### src/rtl/riscv_ctrl_pkg.sv
// -----------------------------------------------------------------------------
// riscv_ctrl_pkg
// Shared constants for the RV32I multi-cycle controller: major opcodes,
// immediate-generator format codes, PC/write-back mux codes, FSM state
// encoding and the instruction classes produced by the decoder.
// -----------------------------------------------------------------------------
package riscv_ctrl_pkg;

   // RV32I major opcodes (instr[6:0])
   localparam logic [6:0] OPC_LUI    = 7'b0110111;
   localparam logic [6:0] OPC_AUIPC  = 7'b0010111;
   localparam logic [6:0] OPC_JAL    = 7'b1101111;
   localparam logic [6:0] OPC_JALR   = 7'b1100111;
   localparam logic [6:0] OPC_BRANCH = 7'b1100011;
   localparam logic [6:0] OPC_LOAD   = 7'b0000011;
   localparam logic [6:0] OPC_STORE  = 7'b0100011;
   localparam logic [6:0] OPC_OP_IMM = 7'b0010011;
   localparam logic [6:0] OPC_OP     = 7'b0110011;

   // Immediate-generator format codes; code 1 is reserved and never issued
   localparam logic [2:0] IMM_I    = 3'd0;
   localparam logic [2:0] IMM_ISH  = 3'd2;
   localparam logic [2:0] IMM_S    = 3'd3;
   localparam logic [2:0] IMM_B    = 3'd4;
   localparam logic [2:0] IMM_U    = 3'd5;
   localparam logic [2:0] IMM_J    = 3'd6;
   localparam logic [2:0] IMM_PASS = 3'd7;

   // Next-PC mux codes
   localparam logic [1:0] PC_PLUS4  = 2'd0;
   localparam logic [1:0] PC_ALU    = 2'd1;
   localparam logic [1:0] PC_BRANCH = 2'd2;

   // Register write-back mux codes
   localparam logic [1:0] WB_ALU  = 2'd0;
   localparam logic [1:0] WB_MEM  = 2'd1;
   localparam logic [1:0] WB_PC4  = 2'd2;
   localparam logic [1:0] WB_IMM  = 2'd3;

   // Sequencer states; encoding is visible on state_o
   typedef enum logic [2:0] {
      ST_FETCH  = 3'd0,
      ST_DECODE = 3'd1,
      ST_EXEC   = 3'd2,
      ST_MEM    = 3'd3,
      ST_WB     = 3'd4,
      ST_TRAP   = 3'd5,
      ST_BOOT   = 3'd7
   } state_e;

   // Instruction classes that steer the EXEC/MEM/WB path
   typedef enum logic [2:0] {
      CLS_ALU     = 3'd0,
      CLS_LOAD    = 3'd1,
      CLS_STORE   = 3'd2,
      CLS_BRANCH  = 3'd3,
      CLS_JUMP    = 3'd4,
      CLS_ILLEGAL = 3'd5
   } instr_class_e;

endpackage

### src/rtl/multicycle_ctrl_decode.sv
// -----------------------------------------------------------------------------
// multicycle_ctrl_decode
// Purely combinational opcode decoder for the multi-cycle controller.
// Ports:
//   opcode    in  7  instr[6:0]
//   funct3    in  3  instr[14:12] (selects shift-immediate format)
//   cls       out    instruction class
//   imm_sel   out 3  immediate-generator format code
//   wb_sel    out 2  write-back source
//   alu_a_sel out 1  0 = rs1, 1 = PC
//   alu_b_sel out 1  0 = rs2, 1 = immediate
//   illegal   out 1  opcode is not an RV32I opcode handled by the core
// -----------------------------------------------------------------------------
module multicycle_ctrl_decode
   import riscv_ctrl_pkg::*;
(
   input  logic [6:0]   opcode,
   input  logic [2:0]   funct3,
   output instr_class_e cls,
   output logic [2:0]   imm_sel,
   output logic [1:0]   wb_sel,
   output logic         alu_a_sel,
   output logic         alu_b_sel,
   output logic         illegal
);

   // Opcode to class and datapath-select table
   always_comb begin
      cls       = CLS_ILLEGAL;
      imm_sel   = IMM_PASS;
      wb_sel    = WB_ALU;
      alu_a_sel = 1'b0;
      alu_b_sel = 1'b1;
      illegal   = 1'b1;
      case (opcode)
         OPC_OP_IMM: begin
            cls     = CLS_ALU;
            illegal = 1'b0;
            // SLLI/SRLI/SRAI carry a 5-bit shamt rather than a 12-bit imm
            if ((funct3 == 3'b001) || (funct3 == 3'b101)) begin
               imm_sel = IMM_ISH;
            end else begin
               imm_sel = IMM_I;
            end
         end
         OPC_OP: begin
            cls       = CLS_ALU;
            illegal   = 1'b0;
            imm_sel   = IMM_PASS;
            alu_b_sel = 1'b0;
         end
         OPC_LOAD: begin
            cls     = CLS_LOAD;
            illegal = 1'b0;
            imm_sel = IMM_I;
            wb_sel  = WB_MEM;
         end
         OPC_STORE: begin
            cls     = CLS_STORE;
            illegal = 1'b0;
            imm_sel = IMM_S;
         end
         OPC_BRANCH: begin
            cls       = CLS_BRANCH;
            illegal   = 1'b0;
            imm_sel   = IMM_B;
            alu_a_sel = 1'b1;
         end
         OPC_JAL: begin
            cls       = CLS_JUMP;
            illegal   = 1'b0;
            imm_sel   = IMM_J;
            wb_sel    = WB_PC4;
            alu_a_sel = 1'b1;
         end
         OPC_JALR: begin
            cls     = CLS_JUMP;
            illegal = 1'b0;
            imm_sel = IMM_I;
            wb_sel  = WB_PC4;
         end
         OPC_LUI: begin
            cls     = CLS_ALU;
            illegal = 1'b0;
            imm_sel = IMM_U;
            wb_sel  = WB_IMM;
         end
         OPC_AUIPC: begin
            cls       = CLS_ALU;
            illegal   = 1'b0;
            imm_sel   = IMM_U;
            alu_a_sel = 1'b1;
         end
         default: begin
            cls     = CLS_ILLEGAL;
            illegal = 1'b1;
         end
      endcase
   end

endmodule

### src/rtl/multicycle_ctrl.sv
// -----------------------------------------------------------------------------
// multicycle_ctrl
// FETCH/DECODE/EXEC/MEM/WB sequencer for the single-memory-port RV32I core.
// All outputs are decoded combinationally from the state register, the IR
// contents and mem_ready; the block holds no datapath values.
// Build option: define ILLEGAL_TRAP_EN to lock up in TRAP on an illegal
// opcode (exit only via rst_n); otherwise illegal opcodes retire as NOPs.
// Ports:
//   clk, rst_n            clock, asynchronous active-low reset
//   instr[31:0]           IR contents, valid from DECODE onward
//   mem_ready, br_taken   memory completion, branch comparator result
//   mem_req/mem_we/mem_addr_sel   shared memory request
//   ir_we, pc_we, pc_sel[1:0], reg_we, wb_sel[1:0]   datapath strobes/muxes
//   imm_sel[2:0], alu_a_sel, alu_b_sel                operand selects
//   state_o[2:0], mem_err, illegal                    status
// Parameters: MEM_WAIT_MAX (0 disables the timeout), CNT_W with
//   2**CNT_W > MEM_WAIT_MAX.
// -----------------------------------------------------------------------------
module multicycle_ctrl
   import riscv_ctrl_pkg::*;
#(
   parameter int MEM_WAIT_MAX = 15,
   parameter int CNT_W        = 4
) (
   input  logic        clk,
   input  logic        rst_n,
   input  logic [31:0] instr,
   input  logic        mem_ready,
   input  logic        br_taken,
   output logic        mem_req,
   output logic        mem_we,
   output logic        mem_addr_sel,
   output logic        ir_we,
   output logic        pc_we,
   output logic [1:0]  pc_sel,
   output logic [2:0]  imm_sel,
   output logic        alu_a_sel,
   output logic        alu_b_sel,
   output logic        reg_we,
   output logic [1:0]  wb_sel,
   output logic [2:0]  state_o,
   output logic        mem_err,
   output logic        illegal
);

   localparam logic             TMO_EN   = (MEM_WAIT_MAX != 0);
   localparam logic [CNT_W-1:0] WAIT_LIM = CNT_W'(MEM_WAIT_MAX);

   state_e           state_q;
   state_e           state_d;
   logic [CNT_W-1:0] cnt_q;
   logic [CNT_W-1:0] cnt_d;

   instr_class_e     dec_cls_s;
   logic [2:0]       dec_imm_sel_s;
   logic [1:0]       dec_wb_sel_s;
   logic             dec_a_sel_s;
   logic             dec_b_sel_s;
   logic             dec_illegal_s;
   logic             wait_expired_s;
   logic [CNT_W-1:0] cnt_wait_s;
   logic             unused_instr_s;

   // Upper IR fields are consumed by the immediate generator, not here
   assign unused_instr_s = ^{instr[31:15]};

   multicycle_ctrl_decode u_decode (
      .opcode    (instr[6:0]),
      .funct3    (instr[14:12]),
      .cls       (dec_cls_s),
      .imm_sel   (dec_imm_sel_s),
      .wb_sel    (dec_wb_sel_s),
      .alu_a_sel (dec_a_sel_s),
      .alu_b_sel (dec_b_sel_s),
      .illegal   (dec_illegal_s)
   );

   // Timeout fires when the wait count has reached the limit; the counter
   // then restarts so the request is retried with a fresh budget.
   assign wait_expired_s = TMO_EN && (cnt_q == WAIT_LIM);
   assign cnt_wait_s     = (wait_expired_s || !TMO_EN) ? CNT_W'(0) : (cnt_q + CNT_W'(1));

   // State and wait-counter registers
   always_ff @(posedge clk or negedge rst_n) begin
      if (!rst_n) begin
         state_q <= ST_BOOT;
         cnt_q   <= CNT_W'(0);
      end else begin
         state_q <= state_d;
         cnt_q   <= cnt_d;
      end
   end

   // Next-state and Moore/handshake output decode
   always_comb begin
      state_d      = state_q;
      cnt_d        = CNT_W'(0);
      mem_req      = 1'b0;
      mem_we       = 1'b0;
      mem_addr_sel = 1'b0;
      ir_we        = 1'b0;
      pc_we        = 1'b0;
      pc_sel       = PC_PLUS4;
      imm_sel      = dec_imm_sel_s;
      alu_a_sel    = 1'b0;
      alu_b_sel    = 1'b0;
      reg_we       = 1'b0;
      wb_sel       = WB_ALU;
      mem_err      = 1'b0;
      illegal      = 1'b0;
      case (state_q)
         ST_BOOT: begin
            imm_sel = IMM_PASS;
            state_d = ST_FETCH;
         end
         ST_FETCH: begin
            imm_sel = IMM_PASS;
            mem_req = 1'b1;
            // ready wins over a timeout landing in the same cycle
            if (mem_ready) begin
               ir_we   = 1'b1;
               state_d = ST_DECODE;
            end else begin
               mem_err = wait_expired_s;
               cnt_d   = cnt_wait_s;
            end
         end
         ST_DECODE: begin
            if (dec_illegal_s) begin
`ifdef ILLEGAL_TRAP_EN
               state_d = ST_TRAP;
`else
               state_d = ST_WB;
`endif
            end else begin
               state_d = ST_EXEC;
            end
         end
         ST_EXEC: begin
            alu_a_sel = dec_a_sel_s;
            alu_b_sel = dec_b_sel_s;
            case (dec_cls_s)
               CLS_LOAD, CLS_STORE: begin
                  state_d = ST_MEM;
               end
               CLS_BRANCH: begin
                  pc_we   = 1'b1;
                  pc_sel  = br_taken ? PC_BRANCH : PC_PLUS4;
                  state_d = ST_FETCH;
               end
               default: begin
                  state_d = ST_WB;
               end
            endcase
         end
         ST_MEM: begin
            mem_req      = 1'b1;
            mem_addr_sel = 1'b1;
            mem_we       = (dec_cls_s == CLS_STORE);
            if (mem_ready) begin
               if (dec_cls_s == CLS_STORE) begin
                  pc_we   = 1'b1;
                  pc_sel  = PC_PLUS4;
                  state_d = ST_FETCH;
               end else begin
                  state_d = ST_WB;
               end
            end else begin
               mem_err = wait_expired_s;
               cnt_d   = cnt_wait_s;
            end
         end
         ST_WB: begin
            pc_we   = 1'b1;
            state_d = ST_FETCH;
            // illegal opcodes arriving here retire as a NOP: PC+4 only
            if (dec_illegal_s) begin
               reg_we = 1'b0;
               pc_sel = PC_PLUS4;
               wb_sel = WB_ALU;
            end else begin
               reg_we = (instr[11:7] != 5'd0);
               wb_sel = dec_wb_sel_s;
               pc_sel = (dec_cls_s == CLS_JUMP) ? PC_ALU : PC_PLUS4;
            end
         end
         ST_TRAP: begin
            imm_sel = IMM_PASS;
            state_d = ST_TRAP;
`ifdef ILLEGAL_TRAP_EN
            illegal = 1'b1;
`else
            illegal = 1'b0;
`endif
         end
         default: begin
            imm_sel = IMM_PASS;
            state_d = ST_BOOT;
         end
      endcase
   end

   assign state_o = state_q;

endmodule

### config.mk
export PLATFORM = sky130hd
export DESIGN_NAME = multicycle_ctrl
export DESIGN_NICKNAME = d
export VERILOG_FILES = /design/src/rtl/riscv_ctrl_pkg.sv /design/src/rtl/multicycle_ctrl_decode.sv /design/src/rtl/multicycle_ctrl.sv
export SDC_FILE = /design/constraint.sdc
export NUM_CORES = 1
export LEC_CHECK = 0
export CAP_MARGIN = 20
export CORE_MARGIN = 2
export CORE_UTILIZATION = 38
export CTS_CLUSTER_SIZE = 16
export DETAILED_ROUTE_END_ITERATION = 16
export PLACE_DENSITY = 0.88
export SLEW_MARGIN = 20
export SYNTH_ARGS = -nofsm -noshare
export SYNTH_HDL_FRONTEND = slang
export SYNTH_SLANG_ARGS = --single-unit
export TNS_END_PERCENT = 1
### constraint.sdc
create_clock -name clk -period 3.53 [get_ports clk]
set_clock_uncertainty 0.05 [all_clocks]
set_input_delay 0.706 -clock clk [delete_from_list [all_inputs] [get_ports clk]]
set_output_delay 0.706 -clock clk [all_outputs]
set_load 0.01 [all_outputs]
==> impl_summary.txt <==
----------------------------------------------------
[Status]
  Status ... finished clean

[Drt]
  Count of unresolved DRC violations after routing ... 0
  Number of vias per cell after detailed routing ... 5.480
  Number of detailed-routing iterations run before antenna repair ... 4
  Average wire length per cell after detail routing ... 12.53 µm
  Detailed Route Iter0 Violations ... 15
  Via Count ... between 900 and 1000
  Number of routed nets with antenna violations ... 0
  Final wirelength ... 2.143 mm

[Timing]
  Sum Neg Setup Slack ... 0 ns
  Highest Clock Rate ... 295.2 MHz
  Pins Over Slew Limit ... 0
  Final critical-path required period ... about 3.4 ns
  Period utilization ... a little over nine tenths
  Final setup fails ... 0
  Hold violation total from the final report ... 0
  RSZ-0062 raised after global routing ... no

[Setup path]
  Required time at the worst-slack endpoint ... about 2.8 ns
  Critical path data arrival time ... ~2.6 ns
  Crit path cell chain ... clkdlybuf4s50_1 -> and2_1 -> nor3b_2 -> nand2_1 -> a211oi_2 -> clkdlybuf4s50_1
  Cell with the most instances on the worst path ... sky130_fd_sc_hd__clkdlybuf4s50_1
  Type of the worst setup path ... input pin to output pin
  Critical Path Slowest Stage Cell ... sky130_fd_sc_hd__clkdlybuf4s50_1
  Capturing element type of the critical path ... output pin
  Max FO, Critical Path ... 8
  Crit path launch type ... input pin
  Largest stage delay on the critical path ... 0.60 ns

[Flow run]
  Maximum Capacitance Violations ... 0

[Clocking]
  Number of levels the H-tree was split into ... 1
  Number of buffers added by the clock tree synthesis step ... 3
  Total setup buffers inserted after CTS ... 0
  Maximum buffer depth of the clock tree ... 2
  TritonCTS Sinks ... 7
  CTS clock-pin slew for the worst setup and hold paths ... ~0.050 ns
  Clock tree from TritonCTS ... built
  Clock insertion delay at the later pin of the skew report ... 0.25 ns
  Cell at the root of the clock tree ... sky130_fd_sc_hd__clkbuf_4
  Count of cells resized by post-cts repair ... 0
  # hold bufs at CTS ... 0

[Logic synthesis]
  Seq cells post-synth ... 7
  Sequential cell area fraction in the yosys report ... 21.67%
  Number of unique standard cell types used by synthesis ... 49
  Post-Synthesis Mean Instance Area ... 7.790 µm²
  Largest cells by area after synthesis ... sky130_fd_sc_hd__dfrtp_1, sky130_fd_sc_hd__dfstp_2, sky130_fd_sc_hd__nor2_1
  Synthesized cell area ... slightly above 800 µm²
  Post-synthesis cell count ... around 110
  Top flip-flop cell by instance count after synthesis ... sky130_fd_sc_hd__dfrtp_1
  Library cell occupying the most area in the post-synthesis netlist ... sky130_fd_sc_hd__dfrtp_1
  Share of synthesized cell area in and, or, nand and nor gates ... 44.39%
  Adder-cell share of the synthesized area ... 1.515%
  Number of warnings reported in the yosys synthesis log ... 0
  Share of cell area taken by muxes after synthesis ... 0%
  Post-synth EDFFs ... 0
  Largest family of logic cells by synthesized area ... simple AND/OR/NAND/NOR gates
  Async SR Flop Fraction ... 100.0%
  Parity-gate share of the synthesized area counting xor and xnor cells ... 1.061%
  Syn_nets ... 143
  Area share of the largest cell type after synthesis ... 12.12%
  Compound-cell area share of the yosys netlist ... 24.09%

[Floorplanning]
  Row count ... 16
  Die Ht ... roughly 51 µm
  Die Wd ... 50.62 µm
  Initial standard-cell utilization of the core ... 41.25%
  Boundary pin count ... 56
  Floorplan die area ... 0.002562 mm²
  Core Region ... 0.002002 mm²

[Pwr]
  Leakage power summed over all cells ... 0.0004596 µW
  Comb pwr share ... 52.2%
  Internal Dissipation ... 291.2 µW
  Share of total power in sequential cells ... 32.7%
  Power density over the cells ... 393.6 mW/mm²
  Sw Ratio ... about two fifths
  Clock network fraction of design power ... 15.1%
  Maximum VDD drop ... 215.9 µV
  Net switching power of the design ... 194.8 µW

[GRT]
  Maximum number of pins on one net before global-route repair ... 16
  Global route total overflow ... 0
  Via count of the first global-routing pass ... between 800 and 900
  Global-route wire length before repair ... 3.760 mm
  Global-route usage over all layers ... 18.66%
  Antenna violations before repair ... 0

[Finish]
  Area added between synthesis and finish ... 49.54%
  Non-Filler Cell Area, Final ... 0.001235 mm²
  Number of antenna repair diodes ... 0
  Fin util ... 61.69%
  Most common cell after layout, fill and taps aside ... sky130_fd_sc_hd__clkdlybuf4s50_1
  Layout Nets ... about 180
  Final instance count without filler cells ... 171
  Share of post-route cells with drive strength above 1 ... about 20%
  Most frequent cells in the layout ... sky130_fd_sc_hd__clkdlybuf4s50_1, sky130_fd_sc_hd__nor2_1, sky130_fd_sc_hd__nand2_1, sky130_fd_sc_hd__inv_1

[Place]
  Total placed cells including tap cells ... 167
  IO Port Bufs ... 36
  Area after DPL ... 0.001209 mm²
  Post-DP HPWL ... 1.777 mm
  Routability congestion estimate from global placement ... just under 0.8

[Worst hold path]
  Path category of the worst min-delay check ... register to register

----------------------------------------------------
## worst paths after layout
path	startpoint	endpoint	slack (ns)	cells after the start
max in group asynchronous	rst_n	state_o[0]	2.49	1
min reg2reg	cnt_q[0]	cnt_q[0]	0.46	1
min	cnt_q[0]	cnt_q[0]	0.46	1
max reg2reg	state_o[1]	state_o[2]	2.00	4
min in group asynchronous	rst_n	cnt_q[1]	0.66	1
max	instr[2]	wb_sel[0]	0.14	6
## layer usage
| metal | up-vias | GRT usage, % | routed length, µm |
|---|---|---|---|
| met4 | 0 | 3.604 | 0 |
| met1 | 443 | 26.01 | 975 |
| li1 | 462 | - | - |
| met5 | - | 0 | 0 |
| met2 | 32 | 31.14 | 1064 |
| met3 | 0 | 2.083 | 103 |
## sequential cells by signal, indices dropped and copies added, names as in the netlist
signal,flops
state_o,3
cnt_q,4
## Yosys cell counts (2+ instances only)
cell type                  instances
sky130_fd_sc_hd__nand2b_1          5
sky130_fd_sc_hd__a21oi_2           2
sky130_fd_sc_hd__dfstp_2           3
sky130_fd_sc_hd__and2_2            2
sky130_fd_sc_hd__nand3_1           3
sky130_fd_sc_hd__o21ai_1           2
sky130_fd_sc_hd__nand4b_1          2
sky130_fd_sc_hd__dfrtp_1           4
sky130_fd_sc_hd__and2_4            2
sky130_fd_sc_hd__a21oi_1           5
sky130_fd_sc_hd__nor3b_2           2
sky130_fd_sc_hd__o21ai_0           3
sky130_fd_sc_hd__nor2_1           14
sky130_fd_sc_hd__inv_1             6
sky130_fd_sc_hd__a31oi_1           4
sky130_fd_sc_hd__nand2_1           6
sky130_fd_sc_hd__nor3_1            3
sky130_fd_sc_hd__nand4_1           5
sky130_fd_sc_hd__buf_2             3
## critical path, delay by kind of cell
family                 cells  cell delay [ns]
buffers and inverters      2             1.16
AOI/OAI and AO/OA          1             0.18
and+or+nand+nor            3             0.58
## stage by stage
step | total power, µW | setup slack, ns | hold WS (ns)
6_report | 486.0 | 0.1428 | 0.4613
5_1_grt | 522.4 | 0.01197 | 0.4914
4_1_cts | 487.0 | 0.1380 | 0.4600
3_5_place_dp | 412.7 | 0.1548 | 0.4483
3_3_place_gp | 403.0 | 0.1735 | 0.4354
2_1_floorplan | 309.8 | 1.131 | 0.3604
## kinds of logic after synthesis
group	Yosys count
other	1
flip-flops	7
AND/OR/NAND/NOR	58
buffers and inverters	11
AO/OA/AOI/OAI	27
XOR/XNOR	1
adder cells (fa/ha/maj)	1
## area by class of cell
cell class | instances | area, µm²
clock buffer | 4 | 26.28
fill | 182 | 767.0
inverter | 6 | 22.52
multi-input combinational | 88 | 590.6
sequential | 7 | 178.9
tap | 27 | 33.78
timing repair buffer | 39 | 382.9
## power by group through the flow
stage | logic [µW] | clock network [µW] | registers (µW)
after CTS | 255 | 74.9 | 158
after global routing | 280 | 75.9 | 166
after floorplan | 179 | 0 | 131
after detailed placement | 254 | 0 | 159
after global placement | 247 | 0 | 156
final | 254 | 73.2 | 159
Note: power is estimated with default switching activity, not from simulation.
